<file path="config.mk">
export PLATFORM = sky130hd
export DESIGN_NAME = lp5_ca_cmd_encoder
export DESIGN_NICKNAME = d
export VERILOG_FILES = /design/src/rtl/lp5_ca_cmd_encoder.sv
export SDC_FILE = /design/constraint.sdc
export NUM_CORES = 1
export LEC_CHECK = 0
export BUFFER_PORTS_ARGS = -buffer_cell sky130_fd_sc_hd__buf_2
export CORE_MARGIN = 3
export CORE_UTILIZATION = 51
export DETAILED_ROUTE_END_ITERATION = 8
export GPL_TIMING_DRIVEN = 1
export PLACE_DENSITY = 0.87
export REMOVE_ABC_BUFFERS = 1
export SLEW_MARGIN = 25
export SYNTH_ARGS = -nofsm -noshare
export SYNTH_HDL_FRONTEND = slang
export SYNTH_SLANG_ARGS = --single-unit
</file>
<file path="constraint.sdc">
create_clock -name ck_t -period 1.7 [get_ports ck_t]
set_input_delay 0 -clock ck_t [delete_from_list [all_inputs] [get_ports ck_t]]
set_output_delay 0 -clock ck_t [all_outputs]
set_load 0.01 [all_outputs]
</file>
<file path="src/rtl/lp5_ca_cmd_encoder.sv">
// LPDDR5-style two-beat CA command encoder with registered cs/ca outputs.
// Optional macro LP5_CMD_GAP_CHECK_EN compiles in the MIN_GAP idle spacing after each command.
module lp5_ca_cmd_encoder #(
    parameter int CA_W    = 7,
    parameter int MIN_GAP = 2
) (
    input  logic            ck_t,
    input  logic            reset_n,
    input  logic            cmd_valid,
    output logic            cmd_ready,
    input  logic [2:0]      cmd_op,
    input  logic [3:0]      cmd_ba,
    input  logic [CA_W-1:0] cmd_addr,
    output logic            cs,
    output logic [CA_W-1:0] ca,
    output logic            busy,
    output logic            cmd_err
);

    localparam logic [2:0] OP_NOP  = 3'd0;
    localparam logic [2:0] OP_RSVD = 3'd7;

`ifdef LP5_CMD_GAP_CHECK_EN
    typedef enum logic [1:0] {
        IDLE  = 2'd0,
        BEAT0 = 2'd1,
        BEAT1 = 2'd2,
        GAP   = 2'd3
    } state_t;

    localparam logic [3:0] GAP_LOAD = (MIN_GAP > 0) ? 4'(MIN_GAP - 1) : 4'd0;

    logic [3:0] r_gap_cnt;
`else
    typedef enum logic [1:0] {
        IDLE  = 2'd0,
        BEAT0 = 2'd1,
        BEAT1 = 2'd2
    } state_t;

    // Without the gap feature MIN_GAP has no effect on behaviour.
    logic w_unused_gap;
    assign w_unused_gap = (MIN_GAP != 0);
`endif

    state_t          r_state;
    logic            r_cs;
    logic [CA_W-1:0] r_ca;
    logic [CA_W-1:0] r_addr;
    logic            r_busy;
    logic            r_ready;
    logic            r_err;

    assign cs        = r_cs;
    assign ca        = r_ca;
    assign busy      = r_busy;
    assign cmd_ready = r_ready;
    assign cmd_err   = r_err;

    // Outputs are computed for the next state, so the BEAT0 word appears
    // on the cycle right after acceptance; op/ba are captured into r_ca there
    // and addr is held in r_addr for BEAT1.
    always_ff @(posedge ck_t or negedge reset_n) begin
        if (!reset_n) begin
            r_state   <= IDLE;
            r_cs      <= 1'b0;
            r_ca      <= '0;
            r_addr    <= '0;
            r_busy    <= 1'b0;
            r_ready   <= 1'b1;
            r_err     <= 1'b0;
`ifdef LP5_CMD_GAP_CHECK_EN
            r_gap_cnt <= 4'd0;
`endif
        end else begin
            r_err <= 1'b0;
            case (r_state)
                IDLE: begin
                    if (cmd_valid) begin
                        if (cmd_op == OP_RSVD) begin
                            r_err <= 1'b1;
                        end else if (cmd_op != OP_NOP) begin
                            r_state <= BEAT0;
                            r_cs    <= 1'b1;
                            r_ca    <= CA_W'({cmd_op, cmd_ba});
                            r_addr  <= cmd_addr;
                            r_busy  <= 1'b1;
                            r_ready <= 1'b0;
                        end
                    end
                end
                BEAT0: begin
                    r_state <= BEAT1;
                    r_cs    <= 1'b0;
                    r_ca    <= r_addr;
                end
                BEAT1: begin
                    r_cs <= 1'b0;
                    r_ca <= '0;
`ifdef LP5_CMD_GAP_CHECK_EN
                    if (MIN_GAP == 0) begin
                        r_state <= IDLE;
                        r_busy  <= 1'b0;
                        r_ready <= 1'b1;
                    end else begin
                        r_state   <= GAP;
                        r_gap_cnt <= GAP_LOAD;
                    end
`else
                    r_state <= IDLE;
                    r_busy  <= 1'b0;
                    r_ready <= 1'b1;
`endif
                end
`ifdef LP5_CMD_GAP_CHECK_EN
                GAP: begin
                    r_cs <= 1'b0;
                    r_ca <= '0;
                    if (r_gap_cnt == 4'd0) begin
                        r_state <= IDLE;
                        r_busy  <= 1'b0;
                        r_ready <= 1'b1;
                    end else begin
                        r_gap_cnt <= r_gap_cnt - 4'd1;
                    end
                end
`endif
                default: begin
                    r_state <= IDLE;
                    r_cs    <= 1'b0;
                    r_ca    <= '0;
                    r_busy  <= 1'b0;
                    r_ready <= 1'b1;
                end
            endcase
        end
    end

endmodule

</file>
# After elaboration in Yosys (flattened, before gate mapping)
# Cells that the tools add are included.
# Widths: inputs -> output; s select.
# op_classes
eq_ne	5
n_reduce_logical	5
bitwise_logic	2
n_mux	20
# ops
operator	count
$mux 7	3
$pmux 7 s2	1
$mux 1	10
$reduce_and 4->1	2
$mux 2	3
$ne 2x2->1 const B	3
$pmux 1 s2	2
$pmux 2 s2	1
$eq 3x3->1 const B	1
$reduce_and 3->1	1
$reduce_bool 3->1	1
$eq 2x1->1 const B	1
$logic_not 2->1	1
$not 1->1	2
# totals
reg_bits	20
inputBits	17
out_inout_bits	11

# Depth between registers and ports, before layout
# Gate-level depths: netlist of the first run.
# logic_depth
depth_word	5
mapped_depth	5
depth_no_buf	3

# Least setup slack after synthesis of the first run
# No wires, ideal clock.
# synth_path
kind	register to register
from	register r_state[0]
to	register r_addr[0]
slack_ns	0.423
path_stages_with_launch	5
synth_period_minus_slack_ns	1.277
required_time_ns	1.575
arrival_ns	1.153
cell_sequence	dfrtp_1 -> buf_2 -> nor2_1 -> nand4_4 -> mux2_2
# synth_via
elab_chain_cells	2
# synth_lines
element	line	source
start, declared	46	state_t r_state;
start signal, assigned	65	r_state <= IDLE;
start signal, assigned	83	r_state <= BEAT0;
start signal, assigned	93	r_state <= BEAT1;
$logic_not 2->1	77	case (r_state)
$reduce_and 4->1 (no source line)	--	
end signal, assigned	86	r_addr <= cmd_addr;
end, declared	49	logic [CA_W-1:0] r_addr;
# Every way passes these cells.
# A chain may end at the register's enable or synchronous reset.

# Final worst setup path of the first run
# layout_path
from	register r_state[1]
to	register r_addr[3]
# The elaborated chain is that of the path after synthesis.

==> out/results.tsv, run 1 <==
metric	value	unit
status	complete, no violations	
slew_violations	0	
insertion_delay	0.31	ns
grtUsageTotal	0.1866	
cts_max_path_buffers	2	
dp.final_hpwl	1650	um
area_delta_synth_final	22.72	%
hold_viol	0	
fin_crit	1.342	ns
vias	928	
wirelength	2309	um
cts_buffers	3	
syn_area	1112	um2
switching_share	0.2917	
arrival	1.54	ns
fin_skew	0.01167	ns
dp.cells	155	
timing.fmax	0.7452	GHz
antenna_cells	0	
cts.repair.resized	0	
cts_tree	done	
relSlewSlack	0.7040	
ant_nets	0	
grt_pass1_vias	803	
crit_fanout	10	
cp.required	1.89	ns
cts.sinks	20	
placed_cell_area	1232	um2
pwr-share-comb	0.302	
cts_setup_buffers	0	
cellLeakagePower	0.6252	nW
grt_antenna_before_repair	0	
synth-seq-area-share	0.4511	
cts_max_level	1	
firstDrtPassIters	4	
pwr-share-seq	0.444	
ys_warn_count	0	
routedWlPerCell	13.83	um
dieArea	2777	um2
worst_pin_slew	0.4440	ns
switching_power	443.0	uW
finalPower	1.519	mW
grt_pass1_wl	3726	um
ios	28	
hp-class	input pin to flip-flop	
grt_max_degree	21	
ir_worst_vdd	1.048	mV
drtIter0Drc	13	
drive_gt1_frac	0.3643	
setup_viol	0	
cp-end-kind	flip-flop	
fin_area	1365	um2
clk_pin_slew	0.12	ns
power_frac_clock	0.254	
via_per_inst	5.557	
syn_area_per_cell	10.30	um2
layout.nets	158	
dieHeight	52.70	um
rsz0062_at_grt	no	
globalplace.congestion	0.7339	
drc	0	
die_w	52.70	um
maxCapViolCount	0	
critPathLaunchType	flip-flop	
powerDensity	1113	nW/um2
initial_core_util	0.5501	
rows	16	
p_int	1.076	mW
final_cells	167	
grt-ovfl-total	0	
io_buffers	27	
tns	0	ns
critPathKind	flip-flop to flip-flop	
synth.distinct_cells	27	
finalCritPeriodShare	0.7893	
syn_inst	108	
cts-root-buf	clkbuf_4	
ys_seq_elements	20	
core_area	2022	um2
final_util	0.6751	
==> critical path, stage by stage, from the launching register on <==
cell and delay [ns]:
dfrtp_1 0.40, nor2_1 0.26, nand4_4 0.24, mux2_2 0.33
==> area by class of cell <==
| type | instances | area [um2] |
|---|---|---|
| clock buffers | 3 | 22.52 |
| clock inverters | 1 | 30.03 |
| fillers | 146 | 656.9 |
| inverters | 9 | 33.78 |
| multi-input cells | 70 | 513.0 |
| flip-flops and latches | 20 | 501.7 |
| well taps | 27 | 33.78 |
| repair buffers | 37 | 230.2 |
==> repair_timing <==
item / CTS / global route
endpoints found under the setup margin: 0 / 0
hold endpoints to repair: 27 / 0
hold buffers: 8 / 0
==> metal layers <==
metal | routed length (um) | GRT usage | vias to the layer above
met5 | 0 | 0 | -
met4 | 49 | 0.08936 | 0
met3 | 109 | 0.02564 | 5
met2 | 1073 | 0.2810 | 29
met1 | 1077 | 0.2613 | 451
li1 | - | - | 443
==> Yosys cell counts <==
| cell type | count | area share |
|---|---|---|
| or3_4 | 1 | 0.010 |
| dfstp_2 | 1 | 0.024 |
| o21a_1 | 4 | 0.027 |
| nor2_1 | 3 | 0.010 |
| buf_2 | 3 | 0.013 |
| buf_4 | 1 | 0.0068 |
| nand2_1 | 4 | 0.013 |
| a21oi_1 | 14 | 0.063 |
| nand3_1 | 4 | 0.018 |
| a31o_2 | 4 | 0.031 |
| nor2b_1 | 5 | 0.028 |
| o21ai_0 | 1 | 0.0045 |
| nand2b_1 | 3 | 0.017 |
| o31a_1 | 5 | 0.039 |
| a31oi_1 | 1 | 0.0056 |
| buf_6 | 3 | 0.030 |
| dfrtp_1 | 19 | 0.43 |
| o41a_1 | 2 | 0.020 |
| nor3_1 | 2 | 0.0090 |
| nand4_4 | 1 | 0.019 |
| clkbuf_1 | 2 | 0.0068 |
| or3b_2 | 3 | 0.024 |
| a21boi_0 | 4 | 0.027 |
| or3b_1 | 1 | 0.0079 |
| mux2_2 | 7 | 0.071 |
| inv_1 | 9 | 0.030 |
| nand3_4 | 1 | 0.016 |
==> sequential cells by signal, indices dropped and copies added (netlist names) <==
signal	flops
cs	1
cmd_err	1
busy	1
r_addr	7
ca	7
cmd_ready	1
r_state	2
==> power by group through the flow <==
stage               combinational, mW  sequential (mW)  clock (mW)
finish                          0.458            0.674       0.386
global placement                0.431            0.676           0
global route                    0.510            0.689       0.416
floorplan                       0.233            0.715           0
detailed placement              0.445            0.682           0
CTS                             0.462            0.672       0.399
==> placed cells by master (no fill, tap or decap), types with 2 or more instances in the layout <==
master,instances
a21boi_0,4
a21oi_1,14
a31o_2,4
buf_2,27
buf_4,2
clkbuf_4,3
dfrtp_1,19
dlygate4sd3_1,8
inv_1,9
mux2_2,7
nand2_1,4
nand2b_1,3
nand3_1,4
nor2_1,3
nor2b_1,5
nor3_1,2
o21a_1,4
o31a_1,5
o41a_1,2
or3b_2,3
==> path summary, 6_finish.rpt <==
kind	startpoint	endpoint	slack (ns)	depth (start not counted)
worst max-delay path	r_state[1]	r_addr[3]	0.36	3
worst min-delay path	cmd_ba[1]	ca[1]	0.05	3
worst max register to register	r_state[1]	r_addr[3]	0.36	3
worst min register to register	r_addr[5]	r_addr[5]	0.52	1
max in group asynchronous	reset_n	cmd_ready	1.22	2
min in group asynchronous	reset_n	ca[4]	0.15	2
==> stage by stage <==
step / setup slack [ns] / hold WS [ns]
2_1_floorplan: 0.3621 / -0.2956
4_1_cts: 0.3549 / 0.03716
6_report: 0.3581 / 0.04994
3_5_place_dp: 0.3978 / -0.02544
5_1_grt: 0.2955 / 0.05753
3_3_place_gp: 0.4367 / -0.04579
==> logic make-up (layout without fill, tap and decap cells) <==
kind of cell    count (synthesis)  in the layout  share of synthesized area
buf+inv                        18             50                    0.08774
mux                             7              7                    0.07087
compound gates                 35             35                     0.2182
simple gates                   28             28                     0.1721
flops                          20             20                     0.4511
Power figures use the tool's default switching activity.
==> run 2: changes to the inputs <==
Settings changed: ABC_AREA from default to 1, CORE_UTILIZATION 51 to 48, PLACE_DENSITY 0.87 to 0.86.
Clock period 1.7 ns to 1.4 ns, I/O delays scaled along.
==> out/results.tsv, run 2 <==
metric	value	unit
synth_compound_area_frac	0	
cts_max_path_buffers	2	
grt-ovfl-total	0	
vias	790	
synth_edf_count	0	
cellLeakagePower	0.6775	nW
powerDensity	1322	nW/um2
cts_setup_buffers	0	
grt_pass1_vias	770	
ys_top_cells_by_count	nand2_1 (66), dfrtp_1 (19), nand3_1 (9)	
synth-seq-area-share	0.5601	
rsz0062_at_grt	no	
synthMuxAreaShare	0	
core_area	1629	um2
ys_dominant_reg_cell	dfrtp_1	
firstDrtPassIters	4	
final_common_cell	nand2_1	
synth_top_family_by_area	simple AND/OR/NAND/NOR gates	
synth_simple_gate_area_frac	0.4078	
crit_fanout	8	
maxCapViolCount	0	
synthAdderAreaFrac	0	
wirelength	1939	um
nFillCells	141	
synthArstFlopShare	1.000	
area_delta_synth_final	31.84	%
fin_crit	1.201	ns
syn_area_per_cell	8.373	um2
finalPower	1.562	mW
io_buffers	27	
cts_max_level	1	
synth_top_area_share	0.5307	
clk_pin_slew	0.11	ns
cts_buffers	3	
ir_worst_vdd	0.7905	mV
die_w	49.20	um
synth_area_leader_cell	dfrtp_1	
r2r_cells	7	
relSlewSlack	0.7172	
ant_nets	0	
antenna_cells	0	
cts.sinks	20	
cp-end-kind	flip-flop	
timing.fmax	0.8330	GHz
critPathLaunchType	flip-flop	
setup_viol	0	
postCtsHoldBufs	9	
grt_pass1_wl	3284	um
worst_pin_slew	0.4242	ns
dp.cells	158	
synth.distinct_cells	13	
fin_skew	0.006893	ns
cts-root-buf	clkbuf_4	
initial_core_util	0.5499	
hold_viol	0	
cts.repair.resized	0	
critPathKind	flip-flop to flip-flop	
dp.final_hpwl	1394	um
drtIter0Drc	18	
yosys.cell_count.top_type	nand2_1	
drc	0	
insertion_delay	0.30	ns
grt_antenna_before_repair	0	
routedWlPerCell	11.34	um
grt_max_degree	21	
arrival	1.39	ns
rows	14	
synth_xor_area_frac	0	
slew_violations	0	
ios	28	
globalplace.congestion	0.7480	
ys_warn_count	0	
drive_gt1_frac	0.2653	
via_per_inst	4.620	
cp.required	1.59	ns
syn_inst	107	
syn_area	895.9	um2
multi_input_area	365.4	um2
finalCritPeriodShare	0.8575	
dieArea	2421	um2
tns	0	ns
hp-class	input pin to flip-flop	
seqCellArea	501.7	um2
ys_seq_elements	20	
status	complete, no violations	
synth_area_leaders	dfrtp_1 (53%), nand2_1 (28%), nand3_1 (5.0%)	
layout.nets	165	
min_delay_path_depth	5	
most-common-layout-cells	nand2_1 (66), buf_2 (27), dfrtp_1 (19)	
cts_tree	done	
final_cells	171	
grtUsageTotal	0.1761	
dieHeight	49.20	um
[run 2: final timing paths]
check / from / to / slack, ns
max: r_state[1] / ca[2] / 0.20
min: cmd_ba[2] / ca[2] / 0.04
max reg2reg: r_state[1] / ca[2] / 0.20
min reg2reg: cmd_ready / cmd_ready / 0.48
max in group asynchronous: reset_n / cmd_ready / 0.92
min in group asynchronous: reset_n / cmd_err / 0.16
[run 2: cells by family after synthesis]
group	Yosys count
buf+inv	5
flops	20
simple gates	82
[run 2: power breakdown]
group | leakage, nW | internal [mW] | switching, mW | total [mW]
Combinational | 0.407 | 0.185 | 0.259 | 0.444
Clock | 0.0210 | 0.159 | 0.168 | 0.327
Sequential | 0.249 | 0.717 | 0.0750 | 0.791
[run 2: per-stage QoR]
| step | setup WS, ns | area [um2] | utilization | hold slack, ns |
|---|---|---|---|---|
| 2_1_floorplan | 0.2073 | 882.1 | - | -0.2956 |
| 3_3_place_gp | 0.2862 | 1055 | 0.6475 | -0.04268 |
| 3_5_place_dp | 0.2261 | 1055 | 0.6475 | -0.03391 |
| 4_1_cts | 0.1920 | 1181 | 0.7250 | 0.02821 |
| 5_1_grt | 0.08776 | 1181 | 0.7250 | 0.04273 |
| 6_report | 0.1995 | 1181 | 0.7250 | 0.03869 |
[run 2: area by class of cell]
| cell class | instances | area share |
|---|---|---|
| inverters | 4 | 0.01271 |
| multi-input cells | 82 | 0.3093 |
| repair buffers | 37 | 0.1970 |
| flip-flops and latches | 20 | 0.4248 |
| well taps | 24 | 0.02542 |
| clock buffers | 4 | 0.03072 |
[run 2: metal layers]
metal | wire, um | vias to the layer above | track usage
met5 | 0 | - | 0
met4 | 22 | 0 | 0.07109
met3 | 91 | 4 | 0.03670
met2 | 992 | 25 | 0.3103
met1 | 832 | 351 | 0.2050
li1 | - | 410 | -
[run 2: critical path, cell delays in order, from the launching register on]
cell and delay [ns]:
dfrtp_1 0.42, inv_1 0.08, nand2_1 0.09, clkinv_1 0.20, nand2_1 0.12, nand2_1 0.06, nand3_1 0.06, nand2_1 0.06
==> run 3: changes to the inputs <==
Clock period 1.4 ns to 1.2 ns, I/O delays scaled along.
==> out/results.tsv, run 3 (synthesized netlist as in run 2, its figures left out) <==
metric	value	unit
nFillCells	123	
core_area	1629	um2
area_delta_synth_final	42.18	%
critical_path_buf_inv_count	1	
cts_tree	done	
tns	-0.03800	ns
fin_crit	1.212	ns
die_w	49.20	um
hp-class	input pin to flip-flop	
hold_viol	0	
via_per_inst	4.824	
relSlewSlack	0.7140	
worst_slack	-0.01180	ns
setup_viol	7	
dp.cells	158	
vias	849	
arrival	1.45	ns
cp-end-kind	flip-flop	
clk_pin_slew	0.11	ns
timing.fmax	0.8252	GHz
dieHeight	49.20	um
grt_pass1_wl	3332	um
critical-path-slowest-cell	dfrtp_1	
cts_buffers	3	
dieArea	2421	um2
cellLeakagePower	0.7109	nW
wirelength	2197	um
grt_util_met3	0.03976	
grt_pass1_vias	781	
crit_fanout	6	
cts.sinks	20	
final_util	0.7819	
grtUsageTotal	0.1783	
rsz0062_at_grt	yes	
critPathMostFrequentCell	nand2_1	
grt-ovfl-total	0	
antenna_cells	0	
firstDrtPassIters	4	
initial_core_util	0.5499	
drtIter0Drc	28	
globalplace.congestion	0.7804	
cts_max_level	1	
met2_usage	0.3147	
critPathLaunchType	flip-flop	
finalCritPeriodShare	1.010	
final_cells	176	
grt_antenna_before_repair	0	
holdWs	0.03461	ns
maxCapViolCount	0	
routedWlPerCell	12.48	um
powerDensity	1510	nW/um2
status	finished, violations left	
path_delay_family	simple AND/OR/NAND/NOR gates	
worst_pin_slew	0.4290	ns
drc	0	
slowest_delay	0.42	ns
critPathKind	flip-flop to flip-flop	
grt_max_degree	21	
met1_usage	0.2062	
final_common_cell	nand2_1	
placed_cell_area	1055	um2
ir_worst_vdd	1.131	mV
path_cells	nor2_4 > buf_6 > nand2_4 > nand3_2 > nand2_1 > nand2_1	
io_buffers	27	
cts-root-buf	clkbuf_4	
ant_nets	0	
fin_area	1274	um2
finalPower	1.923	mW
fin_skew	0.004929	ns
drive_gt1_frac	0.3289	
dp_slack	0.04614	ns
cts_max_path_buffers	2	
insertion_delay	0.30	ns
slew_violations	0	
ios	28	
layout.nets	170	
dp.final_hpwl	1379	um
rows	14	
violations	negative setup slack	
most-common-layout-cells	nand2_1 (62), buf_2 (28), dfrtp_1 (19)	
cp.required	1.44	ns
top_usage_layer	met2	
run 3: layout make-up:
type,instances,area (um2),area share
Multi-Input combinational cell,84,429.2,0.3369
Sequential cell,20,501.7,0.3939
Clock buffer,4,36.28,0.02849
Timing Repair Buffer,40,256.5,0.2014
Inverter,4,20.02,0.01572
Tap cell,24,30.03,0.02358
run 3: final timing paths:
kind                        endpoint  depth (start not counted)  slack [ns]       start
min in group asynchronous    cmd_err                          2        0.16     reset_n
max                             busy                          6       -0.01  r_state[0]
min reg2reg                cmd_ready                          2        0.48   cmd_ready
max reg2reg                     busy                          6       -0.01  r_state[0]
max in group asynchronous  cmd_ready                          2        0.71     reset_n
min                            ca[1]                          5        0.03   cmd_ba[1]
run 3: per-layer routing:
layer,vias up,routed length [um]
li1,429,-
met1,389,940
met2,29,1136
met3,2,114
met4,0,6
met5,-,0
run 3: tightest hold or removal path, delay by kind of cell:
family / cells / cell delay [ns]
buf+inv: 1 / 0.07
simple gates: 4 / 0.23
run 3: report_power, final:
part	switching, mW	total (mW)	internal [mW]
Clock	0.197	0.381	0.185
Sequential	0.0880	0.924	0.836
Combinational	0.362	0.618	0.256
run 3: timing repair:
| item | in CTS | in global routing |
|---|---|---|
| buffers inserted | 0 | 2 |
| gates resized for setup | 0 | 12 |
| hold buffers | 9 | 0 |
| endpoints found under the hold margin | 28 | 0 |
| endpoints found under the setup margin | 0 | 16 |
